File: src/rtl/ntt_bfu_sched_pkg.sv
// Shared definitions for the NTT butterfly scheduler: op codes, FSM states, defaults.
// Latency: n/a (declarations only).
// Backpressure: n/a.
package ntt_bfu_sched_pkg;

    // Default transform geometry and write-back latency (1 memory read + 8 BFU stages).
    localparam int DEF_N_LOG  = 8;
    localparam int DEF_WB_LAT = 9;

    // Coefficient word width used by the BFU datapath this scheduler drives.
    localparam int DATA_W = 32;

    // BFU op codes.
    localparam logic [1:0] OP_CT = 2'b00;  // forward Cooley-Tukey
    localparam logic [1:0] OP_GS = 2'b01;  // inverse Gentleman-Sande
    localparam logic [1:0] OP_MM = 2'b10;  // modular multiply
    localparam logic [1:0] OP_AS = 2'b11;  // add/subtract

    typedef enum logic [1:0] {
        ST_IDLE  = 2'd0,
        ST_ISSUE = 2'd1,
        ST_DRAIN = 2'd2,
        ST_DONE  = 2'd3
    } state_t;

endpackage

File: src/rtl/ntt_wb_dly.sv
// Delays the issue strobe and its address bundle to line up with BFU write-back.
// Latency: exactly LAT cycles from d_* to q_*.
// Backpressure: none; free-running shift register, flushed to zero by reset.
// Ports: clk, rstn (async, active-low); d_valid/d_addr in; q_valid/q_addr out.
module ntt_wb_dly #(
    parameter int W   = 32,
    parameter int LAT = 9
) (
    input  logic         clk,
    input  logic         rstn,
    input  logic         d_valid,
    input  logic [W-1:0] d_addr,
    output logic         q_valid,
    output logic [W-1:0] q_addr
);

    logic [W:0] sr [LAT];

    always_ff @(posedge clk or negedge rstn) begin
        if (!rstn) begin
            for (int i = 0; i < LAT; i++) begin
                sr[i] <= '0;
            end
        end else begin
            sr[0] <= {d_valid, d_addr};
            for (int i = 1; i < LAT; i++) begin
                sr[i] <= sr[i-1];
            end
        end
    end

    assign {q_valid, q_addr} = sr[LAT-1];

endmodule

File: src/rtl/ntt_bfu_sched.sv
// Sequences an in-place N-point NTT/INTT over two BFUs: issues two butterflies per cycle.
// Latency: first issue 1 cycle after start; write-back addresses trail issue by WB_LAT cycles.
// Backpressure: none; start_i is ignored unless IDLE, stage period is fixed at N/4 + WB_LAT.
// Ports: clk, rstn; start_i/inv_i host request; busy_o/done_o status; stage_o/op_o context;
//        rd_valid_o + rd_{a,b}{0,1}_o + tw{0,1}_o issue side; wr_valid_o + wr_{a,b}{0,1}_o write-back side.
module ntt_bfu_sched
    import ntt_bfu_sched_pkg::*;
#(
    parameter int N_LOG  = DEF_N_LOG,
    parameter int WB_LAT = DEF_WB_LAT
) (
    input  logic             clk,
    input  logic             rstn,
    input  logic             start_i,
    input  logic             inv_i,
    output logic             busy_o,
    output logic             done_o,
    output logic [N_LOG-1:0] stage_o,
    output logic [1:0]       op_o,
    output logic             rd_valid_o,
    output logic [N_LOG-1:0] rd_a0_o,
    output logic [N_LOG-1:0] rd_b0_o,
    output logic [N_LOG-1:0] rd_a1_o,
    output logic [N_LOG-1:0] rd_b1_o,
    output logic [N_LOG-1:0] tw0_o,
    output logic [N_LOG-1:0] tw1_o,
    output logic             wr_valid_o,
    output logic [N_LOG-1:0] wr_a0_o,
    output logic [N_LOG-1:0] wr_b0_o,
    output logic [N_LOG-1:0] wr_a1_o,
    output logic [N_LOG-1:0] wr_b1_o
);

    localparam int               NQ     = 1 << (N_LOG - 2);
    localparam int               DCW    = (WB_LAT > 1) ? $clog2(WB_LAT) : 1;
    localparam logic [N_LOG-1:0] C_LAST = N_LOG'(NQ - 1);
    localparam logic [N_LOG-1:0] S_LAST = N_LOG'(N_LOG - 1);
    localparam logic [DCW-1:0]   D_LAST = DCW'(WB_LAT - 1);

    state_t           state;
    logic [N_LOG-1:0] stage_q;
    logic [N_LOG-1:0] c_q;
    logic [DCW-1:0]   dcnt_q;
    logic             inv_q;
    logic             busy_q;
    logic             done_q;
    logic             rdv_q;

    // Butterfly j of a stage: half-span h is a power of two, so j/h and j%h
    // reduce to a shift and a mask. Returns {a, b, tw}.
    function automatic logic [3*N_LOG-1:0] bfly(input logic [N_LOG-1:0] j,
                                                input logic [N_LOG-1:0] stg,
                                                input logic             inv);
        logic [N_LOG-1:0] sh;
        logic [N_LOG-1:0] h;
        logic [N_LOG-1:0] g;
        logic [N_LOG-1:0] k;
        logic [N_LOG-1:0] a;
        logic [N_LOG-1:0] b;
        logic [N_LOG-1:0] tw;
        sh = inv ? stg : (S_LAST - stg);
        h  = N_LOG'(1) << sh;
        g  = j >> sh;
        k  = j & (h - N_LOG'(1));
        a  = ((g << sh) << 1) | k;
        b  = a | h;  // k < h and a's bit sh is clear, so OR is the add
        tw = (inv ? (N_LOG'(1) << (S_LAST - stg)) : (N_LOG'(1) << stg)) + g;
        return {a, b, tw};
    endfunction

    always_ff @(posedge clk or negedge rstn) begin
        if (!rstn) begin
            state   <= ST_IDLE;
            stage_q <= '0;
            c_q     <= '0;
            dcnt_q  <= '0;
            inv_q   <= 1'b0;
            busy_q  <= 1'b0;
            done_q  <= 1'b0;
            rdv_q   <= 1'b0;
        end else begin
            done_q <= 1'b0;
            case (state)
                ST_IDLE: begin
                    if (start_i) begin
                        inv_q   <= inv_i;
                        stage_q <= '0;
                        c_q     <= '0;
                        busy_q  <= 1'b1;
                        rdv_q   <= 1'b1;
                        state   <= ST_ISSUE;
                    end
                end
                ST_ISSUE: begin
                    if (c_q == C_LAST) begin
                        rdv_q  <= 1'b0;
                        dcnt_q <= '0;
                        state  <= ST_DRAIN;
                    end else begin
                        c_q <= c_q + 1'b1;
                    end
                end
                ST_DRAIN: begin
                    // Last write-back of the stage lands in the final drain cycle,
                    // so the next stage may read its results right after.
                    if (dcnt_q == D_LAST) begin
                        if (stage_q == S_LAST) begin
                            busy_q <= 1'b0;
                            done_q <= 1'b1;
                            state  <= ST_DONE;
                        end else begin
                            stage_q <= stage_q + 1'b1;
                            c_q     <= '0;
                            rdv_q   <= 1'b1;
                            state   <= ST_ISSUE;
                        end
                    end else begin
                        dcnt_q <= dcnt_q + 1'b1;
                    end
                end
                ST_DONE: begin
                    stage_q <= '0;
                    c_q     <= '0;
                    inv_q   <= 1'b0;
                    state   <= ST_IDLE;
                end
                default: state <= ST_IDLE;
            endcase
        end
    end

    logic [N_LOG-1:0] j0, j1;
    logic [N_LOG-1:0] a0, b0, t0, a1, b1, t1;

    assign j0 = {c_q[N_LOG-2:0], 1'b0};
    assign j1 = {c_q[N_LOG-2:0], 1'b1};
    assign {a0, b0, t0} = bfly(j0, stage_q, inv_q);
    assign {a1, b1, t1} = bfly(j1, stage_q, inv_q);

    // Addresses are forced to zero outside issue cycles so idle/reset outputs are clean.
    assign rd_a0_o = rdv_q ? a0 : '0;
    assign rd_b0_o = rdv_q ? b0 : '0;
    assign rd_a1_o = rdv_q ? a1 : '0;
    assign rd_b1_o = rdv_q ? b1 : '0;
    assign tw0_o   = rdv_q ? t0 : '0;
    assign tw1_o   = rdv_q ? t1 : '0;

    assign rd_valid_o = rdv_q;
    assign busy_o     = busy_q;
    assign done_o     = done_q;
    assign stage_o    = stage_q;
    assign op_o       = inv_q ? OP_GS : OP_CT;

    ntt_wb_dly #(
        .W   (4 * N_LOG),
        .LAT (WB_LAT)
    ) u_wb_dly (
        .clk     (clk),
        .rstn    (rstn),
        .d_valid (rd_valid_o),
        .d_addr  ({rd_a0_o, rd_b0_o, rd_a1_o, rd_b1_o}),
        .q_valid (wr_valid_o),
        .q_addr  ({wr_a0_o, wr_b0_o, wr_a1_o, wr_b1_o})
    );

endmodule

File: config.mk
export PLATFORM = sky130hd
export DESIGN_NAME = ntt_bfu_sched
export DESIGN_NICKNAME = d
export VERILOG_FILES = /design/src/rtl/ntt_bfu_sched_pkg.sv /design/src/rtl/ntt_wb_dly.sv /design/src/rtl/ntt_bfu_sched.sv
export SDC_FILE = /design/constraint.sdc
export NUM_CORES = 1
export LEC_CHECK = 0
export CORE_MARGIN = 5
export CORE_UTILIZATION = 30
export CTS_CLUSTER_DIAMETER = 30
export DETAILED_ROUTE_END_ITERATION = 16
export PLACE_DENSITY_LB_ADDON = 0.08
export SKIP_LAST_GASP = 1
export SYNTH_ARGS = -nofsm -noshare
export SYNTH_HDL_FRONTEND = slang
export SYNTH_HIERARCHICAL = 1
export SYNTH_SLANG_ARGS = --single-unit
File: constraint.sdc
create_clock -name clk -period 5.7 [get_ports clk]
set_input_delay 0.855 -clock clk [delete_from_list [all_inputs] [get_ports clk]]
set_output_delay 0.855 -clock clk [all_outputs]
set_load 0.05 [all_outputs]
==> results of run 1 <==
[layout by cell type (no fill, tap or decap), types with 4 or more instances in the layout]
cell type        synthesis  routed
or3_1                    7       6
dlymetal6s2s_1           0       4
dfrtp_1                323     323
clkbuf_16                0      62
nor2_1                  54      54
nand4_1                  6       6
clkbuf_1                19       6
buf_4                   36      40
a21o_1                   7       7
clkbuf_8                 0       8
ha_1                    15      15
a32oi_1                  4       4
xor2_1                  15      15
clkdlybuf4s50_1          0      70
a21oi_1                 16      15
inv_1                   20      20
clkinvlp_4               0      10
a311o_1                  7       7
xnor2_1                 19      18
o211ai_1                 4       4
bufinv_16                0      12
nand2b_1                 6       6
a21oi_2                  3       4
a31oi_1                  5       5
nand3_1                 24      24
clkinv_4                 0       5
nand2_1                 44      44
and2_1                   7       7
o21ai_0                 23      23
o21a_1                  16      15
nor2b_1                  6       5
nor3_1                   5       4
clkinv_2                 0       6
[logic make-up after synthesis]
kind of cell | Yosys count | share of synthesized area [%]
DFF | 323 | 73.32
and+or+nand+nor | 177 | 7.593
AOI/OAI and AO/OA | 138 | 9.761
buffers and inverters | 80 | 4.052
xor gates and xnor gates | 34 | 2.701
adders and majority gates | 17 | 2.066
muxes | 5 | 0.4767
other | 1 | 0.03402
[metal layers]
layer | global-route usage [%] | part of all wire, % | routed length, um | vias to the layer above
met5 | 0 | 0 | 0 | -
met4 | 6.079 | 3.7 | 912 | 0
met3 | 3.465 | 5.2 | 1284 | 58
met2 | 21.20 | 50 | 12410 | 166
met1 | 15.15 | 41 | 10250 | 3221
li1 | - | - | - | 2879
[worst max-delay path, stage by stage (launching register included)]
cell and delay (ns):
dfrtp_1 0.44, or4_4 0.57, o21a_2 0.32, o32a_1 0.42, nor2_2 0.28, nand2_1 0.17
ha_1 0.31, o31ai_2 0.15, xnor2_1 0.27, a31o_1 0.23, clkdlybuf4s50_1 0.81
[worst paths after layout]
path / to / slack, ns / depth (start not counted)
min in group asynchronous: u_wb_dly/q_addr[18] / 0.36 / 1
min: u_wb_dly/sr[169] / 0.34 / 0
max: rd_a0_o[4] / 0.28 / 10
max in group asynchronous: u_wb_dly/sr[49] / 4.04 / 2
min reg2reg: u_wb_dly/sr[169] / 0.34 / 0
max reg2reg: u_wb_dly/sr[281] / 2.37 / 10
[final cells by class]
| class | instances | area, um2 | share of cell area [%] |
|---|---|---|---|
| clock inverters | 35 | 545.5 | 3.720 |
| multi-input cells | 374 | 2565 | 17.49 |
| well taps | 468 | 585.6 | 3.993 |
| repair buffers | 118 | 1126 | 7.679 |
| flip-flops and latches | 323 | 8083 | 55.12 |
| inverters | 20 | 75.07 | 0.5119 |
| clock buffers | 76 | 1684 | 11.48 |
[timing repair]
action                                  CTS  global route
resized for setup                         2            11
pin swaps                                 0             1
endpoints found under the hold margin     0             0
endpoints found under the setup margin    8            20
[state kept, by name, summed over array words and instances (netlist names)]
| name | flops |
|---|---|
| u_wb_dly/sr | 264 |
| c_q | 8 |
| inv_q | 1 |
| u_wb_dly/q_valid | 1 |
| busy_o | 1 |
| u_wb_dly/q_addr | 32 |
| rd_valid_o | 1 |
| done_o | 1 |
| stage_o | 8 |
| state | 2 |
| dcnt_q | 4 |
[through the flow]
| stage | instance area (um2) | instances | hold slack, ns | worst slack (ns) |
|---|---|---|---|---|
| 2_1_floorplan | 11040 | 777 | 0.3312 | 0.05099 |
| 3_3_place_gp | 12370 | 1303 | 0.3310 | 0.5067 |
| 3_5_place_dp | 12370 | 1303 | 0.3347 | 0.5064 |
| 4_1_cts | 14610 | 1414 | 0.3390 | 0.03836 |
| 5_1_grt | 14660 | 1414 | 0.3405 | -0.04667 |
| 6_report | 14660 | 1414 | 0.3375 | 0.2771 |
==> results_dict.tcl, run 1 <==
set metrics [dict create \
    fin_util_pct 40.25 \
    crit_start "stage_o[4]" \
    hp-class "flop to flop" \
    root_buffer "clkbuf_16" \
    viasPerCell 4.472 \
    synth_ff_type "dfrtp_1" \
    hold_buffers 0 \
    min_period_over_period_pct 95.14 \
    fin_crit_ns 5.423 \
    grt_pass1_vias 7095 \
    drt-total-wl_mm 24.86 \
    hpwl_mm 17.04 \
    wl_per_cell_um 17.58 \
    drv_cap 0 \
    tightestPinTransition_ns 0.8962 \
    syn_inst 775 \
    seq_area_frac_synth_pct 73.32 \
    ys_async_sr_fraction_pct 100.0 \
    cts_tree "built" \
    syn_to_final_growth_pct 33.02 \
    max_freq_mhz 184.4 \
    required_ns 4.85 \
    yosysWarnings 6 \
    num-fill-cells 3421 \
    num_rows 70 \
    drt-initial-drc-count 424 \
    io_pins 98 \
    core_um2 36430 \
    status "completed" \
    cts_sinks 323 \
    cp_max_fo 10 \
    antenna_left 0 \
    grt_usage_pct 12.66 \
    critPathLaunchType "flop" \
    cp-end-kind "primary output" \
    yosysMostFrequentCell "dfrtp_1" \
    final_nets 919 \
    synth-edff-count 0 \
    grt_pass1_wl_mm 40.38 \
    rsz0062_at_grt "true" \
    clkTransAtPathRegs_ns 0.05 \
    post_cts_buffers 0 \
    grt_max_degree 152 \
    die_x_um 201.7 \
    synth_area_um2 11020 \
    finalHoldViolations 0 \
    setup_viol 0 \
    cts_buffers 61 \
    insertion_delay_ns 0.59 \
    finClkSkew_ns 0.01656 \
    synth_cell_types 71 \
    yosysTopAreaCell "dfrtp_1" \
    num_vias 6324 \
    port_buffers 95 \
    crit_type "flop to primary output" \
    drive_gt1_share_pct 19.13 \
    ys_top_cells_by_count "dfrtp_1, nor2_1, nand2_1, buf_4, nand3_1" \
    relSlewSlack_pct 39.72 \
    drc 0 \
    cts_max_level 2 \
    antenna_found_initial 0 \
    drt_pass1_iterations 4 \
    synth_area_leaders "dfrtp_1, buf_4, nor2_1, ha_1, xnor2_1" \
    initial_utilization_pct 30.26 \
    hp-start "u_wb_dly/sr[202]" \
    design.die.area_um2 40680 \
    fin_tns_setup_ns 0 \
    post_synth.cell_area_avg_um2 14.22 \
    clk_path_buf_depth 3 \
    grt_overflow_total 0 \
    antenna_cells 0 \
    finalWeightedCongestion 0.8075 \
    die_h_um 201.7 \
    worstPathArrival_ns 4.57 \
    yosys.area.top_type_share_pct 73.32 \
    ys_ff_latch 323 \
    rr_startpoint "stage_o[4]" \
    slew_viol_final 0 \
]
Power of run 1 is left out: the tool's default activity adds up to more than one toggle a clock period on the data nets, which glitch-free logic cannot reach.
==> run 2, diff against run 1 <==
Settings changed: CORE_ASPECT_RATIO set to 0.7, CORE_MARGIN 5 to 10, CTS_CLUSTER_DIAMETER 30 to 200.
==> results_dict.tcl, run 2 (same netlist as run 1, synthesis figures left out) <==
set metrics [dict create \
    worstPathArrival_ns 4.65 \
    cp_max_fo 12 \
    hold_buffers 0 \
    crit_type "flop to primary output" \
    setup_viol 0 \
    num_rows 58 \
    port_buffers 95 \
    initial_utilization_pct 30.57 \
    finalHoldViolations 0 \
    largest_register_ffs 264 \
    antenna_left 0 \
    critPathLaunchType "flop" \
    finClkSkew_ns 0.02266 \
    root_buffer "clkbuf_16" \
    drc 0 \
    whs_ns 0.3049 \
    slew_viol_final 0 \
    finalNonFillerCells 1370 \
    final_nets 889 \
    syn_to_final_growth_pct 22.74 \
    core_um2 36070 \
    grt_pass1_wl_mm 39.59 \
    layout_common_cells "dfrtp_1, clkdlybuf4s50_1, nor2_1, nand2_1, buf_4" \
    io_pins 98 \
    dp_cells 1314 \
    cts_buffers 31 \
    die_h_um 180.4 \
    fin_crit_ns 5.503 \
    rr_startpoint "stage_o[3]" \
    cts_sinks 323 \
    drive_gt1_share_pct 15.39 \
    die_x_um 249.1 \
    grt_usage_pct 11.05 \
    r2r_slack_ns 2.12 \
    design.die.area_um2 44940 \
    drt-initial-drc-count 359 \
    fin_util_pct 37.52 \
    wl_per_cell_um 18.08 \
    clk_path_buf_depth 3 \
    grt_max_degree 129 \
    insertion_delay_ns 0.58 \
    top_register "u_wb_dly/sr" \
    drt-total-wl_mm 24.78 \
    drt_pass1_iterations 4 \
    tightestPinTransition_ns 1.056 \
    worstRegToRegCells 11 \
    min_period_over_period_pct 96.54 \
    antenna_cells 0 \
    layout_commonest_cell "dfrtp_1" \
    viasPerCell 4.385 \
    cts_max_level 1 \
    grt_pass1_vias 6553 \
    drv_cap 0 \
    status "completed" \
    crit_start "stage_o[3]" \
    hp-class "input port to async pin" \
    r2r_end "u_wb_dly/sr[278]" \
    hpwl_mm 17.18 \
    max_freq_mhz 181.7 \
    cts_tree "built" \
    required_ns 4.85 \
    finalWeightedCongestion 0.8192 \
    cp-end-kind "primary output" \
    grt_overflow_total 0 \
    num-fill-cells 3389 \
    clkTransAtPathRegs_ns 0.06 \
    antenna_found_initial 0 \
    relSlewSlack_pct 28.94 \
    num_vias 6008 \
    cp-endpoint "tw1_o[4]" \
]
==> run 2: changes by cell type in the layout (fill, tap and decap cells not counted), sizes merged <==
cell and delta:
clkbuf -30, bufinv -11, buf +9, clkinv -8, clkdlybuf4s50 -7, clkinvlp -7, dlymetal6s2s -2
==> run 2: metal layers <==
layer	global-route usage (%)	vias up	share of wire, %
met5	0	-	0
li1	-	2784	-
met3	3.017	40	5.7
met1	14.47	3063	46
met4	3.337	0	2.7
met2	17.54	121	46
==> run 2: worst min path at each step <==
stage | slack [ns] | from | to | cells after the start
after global placement | 0.33 | u_wb_dly/sr[290] | u_wb_dly/sr[257] | 0
after detailed placement | 0.33 | u_wb_dly/sr[45] | u_wb_dly/q_addr[12] | 0
after CTS | 0.35 | rstn | dcnt_q[1] | 1
after floorplan | 0.33 | u_wb_dly/sr[33] | u_wb_dly/q_addr[0] | 0
after global routing | 0.35 | u_wb_dly/sr[165] | u_wb_dly/sr[132] | 0
final | 0.30 | rstn | u_wb_dly/sr[222] | 1
==> run 2: timing repair <==
action	CTS	global route
resized for setup	2	15
pin swaps	1	2
buffers inserted	1	0
setup endpoints to repair	3	19
==> run 2: layout make-up <==
class,count,area (um2),area share [%]
sequential,323,8083,59.73
inverter,20,75.07,0.5548
timing repair buffer,118,1161,8.581
multi-input combinational,374,2604,19.24
clock inverter,9,96.34,0.7120
clock buffer,46,912.1,6.741
tap,480,600.6,4.438
==> run 2: critical path, stage by stage, from the launching register on <==
cell and delay, ns:
dfrtp_1 0.37, buf_4 0.20, or4_4 0.56, o21a_4 0.29
o311ai_4 0.33, a32oi_1 0.23, a21oi_2 0.28, o21ai_2 0.20
inv_1 0.09, ha_1 0.18, inv_1 0.06, fa_1 0.39
nor2b_2 0.21, a21oi_1 0.11, xor2_1 0.16, nor2_1 0.21
buf_12 0.17
==> run 2: metrics by stage <==
step                      worst slack (ns)  setup TNS [ns]  instance area [um2]
after global placement              0.3292               0                12420
after CTS                          0.03312               0                13450
after floorplan                    0.05099               0                11040
final                               0.1971               0                13530
after detailed placement            0.4346               0                12420
after global routing              -0.02516        -0.02516                13530
Power of run 2 is left out for the same reason.
